===== src/rtl/led_seq_pkg.sv =====
// Shared types and constants for the LED sequencing controller.
// Contents:
//   mode_t      - configured LED mode (OFF, BLINK, CHASE, BREATHE)
//   state_t     - controller state (IDLE, APPLY, RUN)
//   PWM_BITS    - width of the breathe brightness and PWM phase
//   RATE_W      - width of the step-rate exponent
//   STEP_W      - width of the tick-to-step counter
//   step_limit  - terminal step_cnt value for a given rate (2^rate - 1)
package led_seq_pkg;

    localparam int PWM_BITS = 4;
    localparam int RATE_W   = 3;
    localparam int STEP_W   = 7;

    typedef enum logic [1:0] {
        MODE_OFF     = 2'd0,
        MODE_BLINK   = 2'd1,
        MODE_CHASE   = 2'd2,
        MODE_BREATHE = 2'd3
    } mode_t;

    typedef enum logic [1:0] {
        ST_IDLE  = 2'd0,
        ST_APPLY = 2'd1,
        ST_RUN   = 2'd2
    } state_t;

    function automatic logic [STEP_W-1:0] step_limit(input logic [RATE_W-1:0] rate);
        logic [STEP_W:0] span;
        span = (STEP_W + 1)'(1) << rate;
        return STEP_W'(span - (STEP_W + 1)'(1));
    endfunction

endpackage


===== src/rtl/led_seq_ctrl_if.sv =====
// Configuration handshake bundle for led_seq_ctrl.
// Signals:
//   cfg_valid   - configuration offered (master -> slave)
//   cfg_ready   - controller can accept configuration (slave -> master)
//   cfg_mode    - 0 OFF, 1 BLINK, 2 CHASE, 3 BREATHE
//   cfg_rate    - one step every 2^cfg_rate prescaler ticks
//   cfg_pattern - LED pattern / chase seed
// Modports: master (configuration source), slave (the controller).
interface led_seq_ctrl_if #(
    parameter int NUM_LED = 8
) ();
    import led_seq_pkg::*;

    logic               cfg_valid;
    logic               cfg_ready;
    logic [1:0]         cfg_mode;
    logic [RATE_W-1:0]  cfg_rate;
    logic [NUM_LED-1:0] cfg_pattern;

    modport master (
        output cfg_valid,
        output cfg_mode,
        output cfg_rate,
        output cfg_pattern,
        input  cfg_ready
    );

    modport slave (
        input  cfg_valid,
        input  cfg_mode,
        input  cfg_rate,
        input  cfg_pattern,
        output cfg_ready
    );

endinterface


===== src/rtl/led_seq_prescaler.sv =====
// Free-running prescaler pacing the LED sequencer.
// Parameters:
//   PRESC_W - counter width; one tick every 2^PRESC_W clocks (minimum 4)
// Ports:
//   clk     - system clock
//   rst_n   - synchronous active-low reset (clears the counter)
//   tick    - high in the cycle the counter is all ones
//   pwm_cnt - low PWM_BITS of the counter, used as the breathe PWM phase
module led_seq_prescaler
    import led_seq_pkg::*;
#(
    parameter int PRESC_W = 24
) (
    input  logic                clk,
    input  logic                rst_n,
    output logic                tick,
    output logic [PWM_BITS-1:0] pwm_cnt
);

    logic [PRESC_W-1:0] count;

    always_ff @(posedge clk) begin
        if (!rst_n) begin
            count <= '0;
        end else begin
            count <= count + PRESC_W'(1);
        end
    end

    assign tick    = &count;
    assign pwm_cnt = count[PWM_BITS-1:0];

endmodule


===== src/rtl/led_seq_ctrl.sv =====
// LED sequencing controller: accepts mode/rate/pattern over a valid/ready
// handshake and drives the LED bank in OFF, BLINK, CHASE or BREATHE mode,
// paced by a free-running prescaler.
// Build option: LED_SEQ_ACTIVE_LOW_EN inverts the led drive for active-low
// boards (reset/OFF value becomes all ones); internal state is unaffected.
// Parameters:
//   PRESC_W   - prescaler width, one tick every 2^PRESC_W clocks (min 4)
//   NUM_LED   - LED bank width
// Ports:
//   clk       - system clock
//   rst_n     - synchronous active-low reset
//   cfg       - configuration handshake (slave side)
//   led       - registered LED drive
//   busy      - high whenever the controller is not IDLE
//   step_tick - one-clock pulse in the cycle a pattern step shows on led
//
// state    | meaning
// ---------+--------------------------------------------------------------
// ST_IDLE  | mode OFF, led held at 0, waiting for a configuration
// ST_APPLY | one cycle: load config, clear step_cnt/brightness, dir = up
// ST_RUN   | stepping the active mode; a new configuration re-enters APPLY
module led_seq_ctrl
    import led_seq_pkg::*;
#(
    parameter int PRESC_W = 24,
    parameter int NUM_LED = 8
) (
    input  logic               clk,
    input  logic               rst_n,
    led_seq_ctrl_if.slave      cfg,
    output logic [NUM_LED-1:0] led,
    output logic               busy,
    output logic               step_tick
);

    logic                tick;
    logic [PWM_BITS-1:0] pwm_cnt;

    led_seq_prescaler #(
        .PRESC_W (PRESC_W)
    ) u_prescaler (
        .clk     (clk),
        .rst_n   (rst_n),
        .tick    (tick),
        .pwm_cnt (pwm_cnt)
    );

    state_t state_q, state_d;

    // Captured at the transfer edge, committed during APPLY.
    mode_t              pend_mode_q;
    logic [RATE_W-1:0]  pend_rate_q;
    logic [NUM_LED-1:0] pend_pattern_q;

    mode_t              mode_q, mode_d;
    logic [RATE_W-1:0]  rate_q, rate_d;
    logic [NUM_LED-1:0] pattern_q, pattern_d;

    logic [STEP_W-1:0]   step_cnt_q, step_cnt_d;
    logic [PWM_BITS-1:0] bright_q, bright_d;
    logic                dir_up_q, dir_up_d;
    logic [NUM_LED-1:0]  led_q, led_d;
    logic                step_tick_q;
    logic                step_fire;
    logic                hs;

    assign cfg.cfg_ready = (state_q != ST_APPLY);
    assign hs            = cfg.cfg_valid && (state_q != ST_APPLY);

    always_ff @(posedge clk) begin
        if (!rst_n) begin
            state_q <= ST_IDLE;
        end else begin
            state_q <= state_d;
        end
    end

    always_comb begin
        state_d    = state_q;
        mode_d     = mode_q;
        rate_d     = rate_q;
        pattern_d  = pattern_q;
        step_cnt_d = step_cnt_q;
        bright_d   = bright_q;
        dir_up_d   = dir_up_q;
        led_d      = led_q;
        step_fire  = 1'b0;

        case (state_q)
            ST_IDLE: begin
                led_d = '0;
                if (hs) begin
                    state_d = ST_APPLY;
                end
            end

            ST_APPLY: begin
                mode_d     = pend_mode_q;
                rate_d     = pend_rate_q;
                pattern_d  = pend_pattern_q;
                step_cnt_d = '0;
                bright_d   = '0;
                dir_up_d   = 1'b1;
                if (pend_mode_q == MODE_BLINK || pend_mode_q == MODE_CHASE) begin
                    led_d = pend_pattern_q;
                end else begin
                    led_d = '0;
                end
                state_d = (pend_mode_q == MODE_OFF) ? ST_IDLE : ST_RUN;
            end

            ST_RUN: begin
                if (tick) begin
                    if (step_cnt_q == step_limit(rate_q)) begin
                        step_cnt_d = '0;
                        // A step landing in the handshake cycle would only
                        // become visible during APPLY, so it is dropped.
                        step_fire  = !hs;
                    end else begin
                        step_cnt_d = step_cnt_q + STEP_W'(1);
                    end
                end

                if (step_fire) begin
                    case (mode_q)
                        MODE_BLINK: begin
                            led_d = (led_q != '0) ? '0 : pattern_q;
                        end
                        MODE_CHASE: begin
                            led_d = {led_q[NUM_LED-2:0], led_q[NUM_LED-1]};
                        end
                        MODE_BREATHE: begin
                            // Triangle 0..15..0: flip direction on the step
                            // that lands on an end value.
                            if (dir_up_q) begin
                                bright_d = bright_q + PWM_BITS'(1);
                                if (bright_q == PWM_BITS'(14)) begin
                                    dir_up_d = 1'b0;
                                end
                            end else begin
                                bright_d = bright_q - PWM_BITS'(1);
                                if (bright_q == PWM_BITS'(1)) begin
                                    dir_up_d = 1'b1;
                                end
                            end
                        end
                        default: ;
                    endcase
                end

                // Breathe output is refreshed every clock from the PWM phase.
                if (mode_q == MODE_BREATHE) begin
                    led_d = (pwm_cnt < bright_q) ? pattern_q : '0;
                end

                if (hs) begin
                    state_d = ST_APPLY;
                end
            end

            default: begin
                state_d = ST_IDLE;
                led_d   = '0;
            end
        endcase
    end

    always_ff @(posedge clk) begin
        if (!rst_n) begin
            pend_mode_q    <= MODE_OFF;
            pend_rate_q    <= '0;
            pend_pattern_q <= '0;
            mode_q         <= MODE_OFF;
            rate_q         <= '0;
            pattern_q      <= '0;
            step_cnt_q     <= '0;
            bright_q       <= '0;
            dir_up_q       <= 1'b1;
            led_q          <= '0;
            step_tick_q    <= 1'b0;
        end else begin
            if (hs) begin
                pend_mode_q    <= mode_t'(cfg.cfg_mode);
                pend_rate_q    <= cfg.cfg_rate;
                pend_pattern_q <= cfg.cfg_pattern;
            end
            mode_q      <= mode_d;
            rate_q      <= rate_d;
            pattern_q   <= pattern_d;
            step_cnt_q  <= step_cnt_d;
            bright_q    <= bright_d;
            dir_up_q    <= dir_up_d;
            led_q       <= led_d;
            step_tick_q <= step_fire;
        end
    end

    assign busy      = (state_q != ST_IDLE);
    assign step_tick = step_tick_q;

`ifdef LED_SEQ_ACTIVE_LOW_EN
    assign led = ~led_q;
`else
    assign led = led_q;
`endif

endmodule

===== src/flat_wrapper.sv =====
// flat-port wrapper written by rule: the top's interface ports become plain ports
module led_seq_ctrl_flat import led_seq_pkg::*;
#(
    parameter int PRESC_W = 24,
    parameter int NUM_LED = 8
)
  (clk, rst_n, led, busy, step_tick, cfg_cfg_valid, cfg_cfg_mode, cfg_cfg_rate, cfg_cfg_pattern, cfg_cfg_ready);
  led_seq_ctrl_if #(.NUM_LED(NUM_LED)) cfg_i ();
  input  logic clk;
  input  logic rst_n;
  output logic [NUM_LED-1:0] led;
  output logic busy;
  output logic step_tick;
  input wire logic [$bits(cfg_i.cfg_valid)-1:0] cfg_cfg_valid;
  input wire logic [$bits(cfg_i.cfg_mode)-1:0] cfg_cfg_mode;
  input wire logic [$bits(cfg_i.cfg_rate)-1:0] cfg_cfg_rate;
  input wire logic [$bits(cfg_i.cfg_pattern)-1:0] cfg_cfg_pattern;
  output wire logic [$bits(cfg_i.cfg_ready)-1:0] cfg_cfg_ready;
  assign cfg_i.cfg_valid = cfg_cfg_valid;
  assign cfg_i.cfg_mode = cfg_cfg_mode;
  assign cfg_i.cfg_rate = cfg_cfg_rate;
  assign cfg_i.cfg_pattern = cfg_cfg_pattern;
  assign cfg_cfg_ready = cfg_i.cfg_ready;
  led_seq_ctrl #(.PRESC_W(PRESC_W), .NUM_LED(NUM_LED)) u_core (.clk(clk), .rst_n(rst_n), .cfg(cfg_i), .led(led), .busy(busy), .step_tick(step_tick));
endmodule

===== config.mk =====
export PLATFORM = sky130hd
export DESIGN_NAME = led_seq_ctrl_flat
export DESIGN_NICKNAME = d
export VERILOG_FILES = /design/src/rtl/led_seq_pkg.sv /design/src/rtl/led_seq_ctrl_if.sv /design/src/rtl/led_seq_prescaler.sv /design/src/rtl/led_seq_ctrl.sv /design/src/flat_wrapper.sv
export SDC_FILE = /design/constraint.sdc
export NUM_CORES = 1
export LEC_CHECK = 0
export ABC_CLOCK_PERIOD_IN_PS = 6030
export CAP_MARGIN = 20
export CORE_MARGIN = 2
export CORE_UTILIZATION = 40
export CTS_CLUSTER_SIZE = 40
export DETAILED_ROUTE_END_ITERATION = 12
export GPL_TIMING_DRIVEN = 0
export PLACE_DENSITY = 0.64
export SLEW_MARGIN = 20
export SYNTH_ARGS = -nofsm -noshare
export SYNTH_HDL_FRONTEND = slang
export SYNTH_SLANG_ARGS = --single-unit
export TNS_END_PERCENT = 50

===== constraint.sdc =====
create_clock -name clk -period 6.03 [get_ports clk]
set_clock_uncertainty 0.2 [all_clocks]
set_input_delay 1.206 -clock clk [delete_from_list [all_inputs] [get_ports clk]]
set_output_delay 1.206 -clock clk [all_outputs]
set_load 0.01 [all_outputs]

* After elaboration in Yosys (flattened, before gate mapping)
Cells that the tools add are included.
** Operators by class
- Reduce and logical (&&, ||, !) cells :: 14
- Shift-type cells :: 1
- $add $sub $neg :: 5
- $lt $le $gt $ge :: 1
- Equal/unequal tests :: 17
- Muxes and demuxes :: 26
** Operators by type and width (number)
- 8-bit two-way mux :: 5
- 8-bit one-hot mux with 2 select lines :: 2
- 24-bit by 1-bit adder with 24-bit output (second input constant) :: 1
- 24-bit AND reduction :: 1
- 7-bit two-way mux :: 2
- 7-bit one-hot mux with 2 select lines :: 1
- 4-bit two-way mux :: 3
- 2-bit == test (second input constant) :: 4
- 1-bit two-way mux :: 8
- 2-bit by 1-bit != test with 1-bit output (second input constant) :: 4
- 4-bit one-hot mux with 2 select lines :: 1
- 8-bit nonzero test :: 1
- 7-bit by 1-bit adder with 7-bit output (second input constant) :: 1
- 7-bit == test :: 1
- 1-bit by 3-bit left shift with 7-bit output (first input constant) :: 1
- 7-bit by 1-bit subtractor with 7-bit output (second input constant) :: 1
- 2-bit by 1-bit == test with 1-bit output (second input constant) :: 3
- 2-bit AND reduction :: 3
- 4-bit by 1-bit adder with 4-bit output (second input constant) :: 1
- 4-bit by 1-bit == test with 1-bit output (second input constant) :: 1
- 4-bit == test (second input constant) :: 1
- 2-bit logical NOT :: 2
- 4-bit less-than comparator :: 1
- 2-bit two-way mux :: 2
- 12 further kinds :: 13
** Storage, ports and cells
- Output and inout bits :: 11
- Register bits :: 73
- Input port bits :: 16

* Longest topological paths before layout
- Depth in word-level cells :: 9
- Mapped depth :: 12

* Modules after synthesis
From an unflattened synthesis, not the netlist that was laid out.
** Second synthesis, totals
- Cell total of the unflattened synthesis :: 428
- Area, all modules :: 3709.8 um^2
** By module, submodules not included
- led_seq_ctrl :: sequential area each 980.9 um^2, area each 2603.7 um^2, cells an instance 299, times used 1
- led_seq_prescaler :: sequential area each 480.5 um^2, area each 1106.1 um^2, cells an instance 129, times used 1

* Least setup slack after synthesis
OpenSTA, ideal clock, no wires.
- Path kind :: input to register
- Start :: in cfg_cfg_valid
- End :: reg u_core.bright_q[2]
- Data arrival time :: 2.937 ns
- Path buffers :: 1
- Stages on the path :: 7
- Library setup time :: 0.059 ns
- Setup slack :: 2.834 ns
- Data required time :: 5.771 ns
- Cell sequence :: nor2b_2 > buf_6 > or4b_1 > a211oi_2 > nand4_2 > or4_1 > nand2_1
** Between the ends
- Cells in the longest elaborated chain, start to end :: 7
** RTL lines
- start: declaration :: line flat_wrapper.sv:14 : input wire logic [$bits(cfg_i.cfg_valid)-1:0] cfg_cfg_valid;
- 1-bit logical AND :: line led_seq_ctrl.sv:68 : assign hs = cfg.cfg_valid && (state_q != ST_APPLY);
- 1-bit logical NOT :: line led_seq_ctrl.sv:118 : step_fire = !hs;
- 1-bit two-way mux :: line led_seq_ctrl.sv:114 : if (step_cnt_q == step_limit(rate_q)) begin
- 1-bit two-way mux :: line led_seq_ctrl.sv:113 : if (tick) begin
- 1-bit two-way mux :: line led_seq_ctrl.sv:89 : case (state_q)
- 2-bit != test (no line)
- 3-bit AND reduction (no line)
- end signal: assignment :: line led_seq_ctrl.sv:191 : bright_q <= bright_d;
- end: declaration :: line led_seq_ctrl.sv:60 : logic [PWM_BITS-1:0] bright_q, bright_d;
No other way between the ends. The select of a mux whose other input is x is not followed.
A chain may end at the register's enable or synchronous reset.

* Worst setup path in the final report
Same ends and word-level chain as after synthesis.

==> qor.csv <==
stage,metric,value,unit
run_status,outcome,"complete, no violations",
critical_path,crit_chain,clkdlybuf4s50_1 -> nor2b_2 -> buf_6 -> or4b_1 -> a211oi_2 -> nand4_2 -> or4_1 -> nand2_1,
global_routing,overflow,0,
power,vdd_drop_max,0.000108,V
sta,hold_viol,0,
synthesis,synth_cell_type_count,53,
critical_path,slowest_stage,or4_1,
clock_network,cts.clk_slew.worst_paths,80,ps
layout,final_area,4330,sq um
synthesis,yosysMostFrequentCell,dfxtp_1,
floorplanning,fp.dieW,101,microns
clock_network,cts_sinks,73,
sta,setup_violations,0,
sta,tns,0,ps
synthesis,syn-cell-area,3740,sq um
synthesis,yosysWarnings,0,
power,power_leakage,1.63,nW
synthesis,yosys-top-cells-area,"dfxtp_1, nand2_1, mux2i_1",
synthesis,synth_edf_count,0,
placed_design,dpl-instance-area,4130,sq um
layout,nFillCells,907,
clock_network,cts_buffers,9,
synthesis,postSynthAreaPerCell,8.47,sq um
global_routing,grt_max_degree,14,
min_path,hold_path_class,reg -> reg,
floorplanning,start_util,0.409,
placed_design,portBuffers,25,
sta,slew_headroom,0.448,
sta,finalCritPeriodShare,0.577,
min_path,holdPathStages,2,
clock_network,cts_tree,done,
synthesis,ys_seq_area_frac,0.391,
critical_path,r2r_cells,11,
clock_network,cts-root-buf,clkbuf_8,
synthesis,async_flop_share,0,
critical_path,cp.required,6130,ps
floorplanning,die-area,10100,sq um
clock_network,clock_path_buffers,2,
clock_network,insertion_delay,350,ps
synthesis,ys.flop_type,dfxtp_1,
critical_path,cp_max_fo,9,
placed_design,pre_cts_slack,2210,ps
clock_network,cts-resized-gates,0,
placed_design,place.gp.congestion,0.805,
synthesis,synth_top_area_frac,0.391,
clock_network,cts_setup_buffers,0,
sta,worst_slew_pin_slew,822,ps
global_routing,grt_pass1_vias,2868,
route,drt_pass1_iterations,5,
sta,drv_slew,0,
floorplanning,io_pins,27,
global_routing,antenna_found_initial,0,
critical_path,crit_type,in -> reg,
synthesis,synth_fp_nets,473,
critical_path,crit_path_start_kind,primary input,
sta,fin_crit,3480,ps
sta,rsz0062_at_grt,false,
synthesis,syn_inst,442,
synthesis,yosys_register_bits,73,
route,vias,3149,
sta,worst_hold_slack,271,ps
synthesis,ys_top_cells_by_count,"dfxtp_1, nand2_1, nor2_1",
floorplanning,die_h,101,microns
critical_path,crit_family,simple AND/OR/NAND/NOR gates,
global_routing,grt_pass1_wl,14200,microns
floorplanning,coreArea,9150,sq um
placed_design,dp_hpwl,5980,microns
clock_network,hold_buffers,0,
layout,area_growth,15.6,%
sta,max_freq,0.287,GHz
job,cap_violations,0,
critical_path,worst-path-buf-inv,2,
clock_network,cts_max_level,3,
critical_path,crit_path_end_kind,flop,
critical_path,crit_arrival,3590,ps
power,power.density,229,nW/um^2
route,drt-total-wl,8440,microns
global_routing,gr-usage-all-layers,0.177,
layout,layout-drive-gt1-share,0.0911,
route,wl_per_cell,14.2,microns
route,via_per_inst,5.30,
layout,finalNetCount,509,
route,drtIter0Drc,90,
layout,n_antenna_cell,0,
critical_path,max_stage_delay,570,ps
route,drc,0,
sta,setup_slack,2550,ps
floorplanning,placementRows,35,
route,final_antenna_net_count,0,
critical_path,cp_num_cells,8,
synthesis,synth_top_area_cell,dfxtp_1,
==> cells in the final DEF, fill, tap and decap left out, types with 4 or more instances in the layout <==
cell type | Yosys | routed
and3_1 | 11 | 11
clkbuf_8 | 0 | 9
dfxtp_1 | 73 | 73
nand4_1 | 10 | 10
or3_1 | 5 | 5
xnor2_1 | 8 | 8
clkdlybuf4s50_1 | 0 | 25
clkbuf_1 | 14 | 14
nand3_1 | 21 | 21
o21ai_0 | 14 | 14
buf_2 | 7 | 7
mux2i_1 | 23 | 23
and2_1 | 4 | 4
a22oi_1 | 8 | 8
nand2_1 | 66 | 66
inv_1 | 11 | 11
a21oi_1 | 24 | 24
xor2_1 | 18 | 18
nor3_1 | 8 | 8
ha_1 | 15 | 15
nor2_1 | 44 | 44
mux2_2 | 9 | 9
==> layer usage <==
| metal | routed length (microns) | part of all wire | vias up | track usage |
|---|---|---|---|---|
| met5 | 0 | 0 | - | 0 |
| met4 | 167 | 0.020 | 0 | 0.0759 |
| met3 | 306 | 0.036 | 15 | 0.0270 |
| met2 | 3780 | 0.45 | 62 | 0.276 |
| met1 | 4180 | 0.50 | 1442 | 0.242 |
| li1 | - | - | 1630 | - |
==> power by group <==
part	switching (mW)	internal [mW]	total, mW	leakage (nW)
Combinational	0.0609	0.0431	0.104	0.948
Sequential	0.00879	0.493	0.502	0.591
Clock	0.194	0.190	0.384	0.0912
==> registers in the layout, summed over array words and instances (netlist names) <==
name,flops
u_core.rate_q,3
u_core.u_prescaler.count,24
u_core.pend_pattern_q,8
u_core.mode_q,2
u_core.step_cnt_q,7
u_core.pend_rate_q,3
u_core.led,8
u_core.step_tick,1
u_core.state_q,2
u_core.dir_up_q,1
u_core.bright_q,4
u_core.pend_mode_q,2
u_core.pattern_q,8
==> stage by stage <==
stage	util	total power [mW]	instances
after floorplan	-	0.581	442
after global placement	0.451	0.616	578
after detailed placement	0.451	0.617	578
after CTS	0.473	0.998	594
after global routing	0.473	1.03	594
final	0.473	0.989	594
==> worst paths after layout <==
check                                startpoint                            endpoint  slack [ps]
min          u_core.pend_rate_q[0]$_SDFFE_PN0P_  u_core.pend_rate_q[0]$_SDFFE_PN0P_         270
max                               cfg_cfg_valid     u_core.bright_q[2]$_SDFFE_PN0P_        2550
max reg2reg       u_core.rate_q[2]$_SDFFE_PN0P_          u_core.led[6]$_SDFFE_PN0P_        2720
min reg2reg  u_core.pend_rate_q[0]$_SDFFE_PN0P_  u_core.pend_rate_q[0]$_SDFFE_PN0P_         270
==> cell families after synthesis <==
family / Yosys count / share of synthesized area
AND/OR/NAND/NOR: 198 / 0.262
flip-flops: 73 / 0.391
AO/OA/AOI/OAI: 61 / 0.103
buffers and inverters: 37 / 0.0445
multiplexers: 32 / 0.0886
XOR/XNOR: 26 / 0.0608
adder cells (fa/ha/maj): 15 / 0.0502
==> cell type report <==
cell class	instances	area [sq um]	share of cell area
sequential	73	1460	0.338
buffer	25	121	0.0281
multi-input combinational	332	2110	0.489
clock buffer	9	124	0.0286
inverter	12	45.0	0.0104
timing repair buffer	25	250	0.0578
tap	111	139	0.0321
clock inverter	7	71.3	0.0165
==> worst register-to-register path: stages (launching register included) <==
cell and delay, ps:
dfxtp_1 330, buf_2 190, or3_1 390, ha_1 200, buf_2 170, or4b_2 610, a31oi_1 230, a2111oi_2 90
nand3_1 250, o21ba_2 200, buf_4 190, mux2i_1 190
Power figures use the tool's default switching activity.
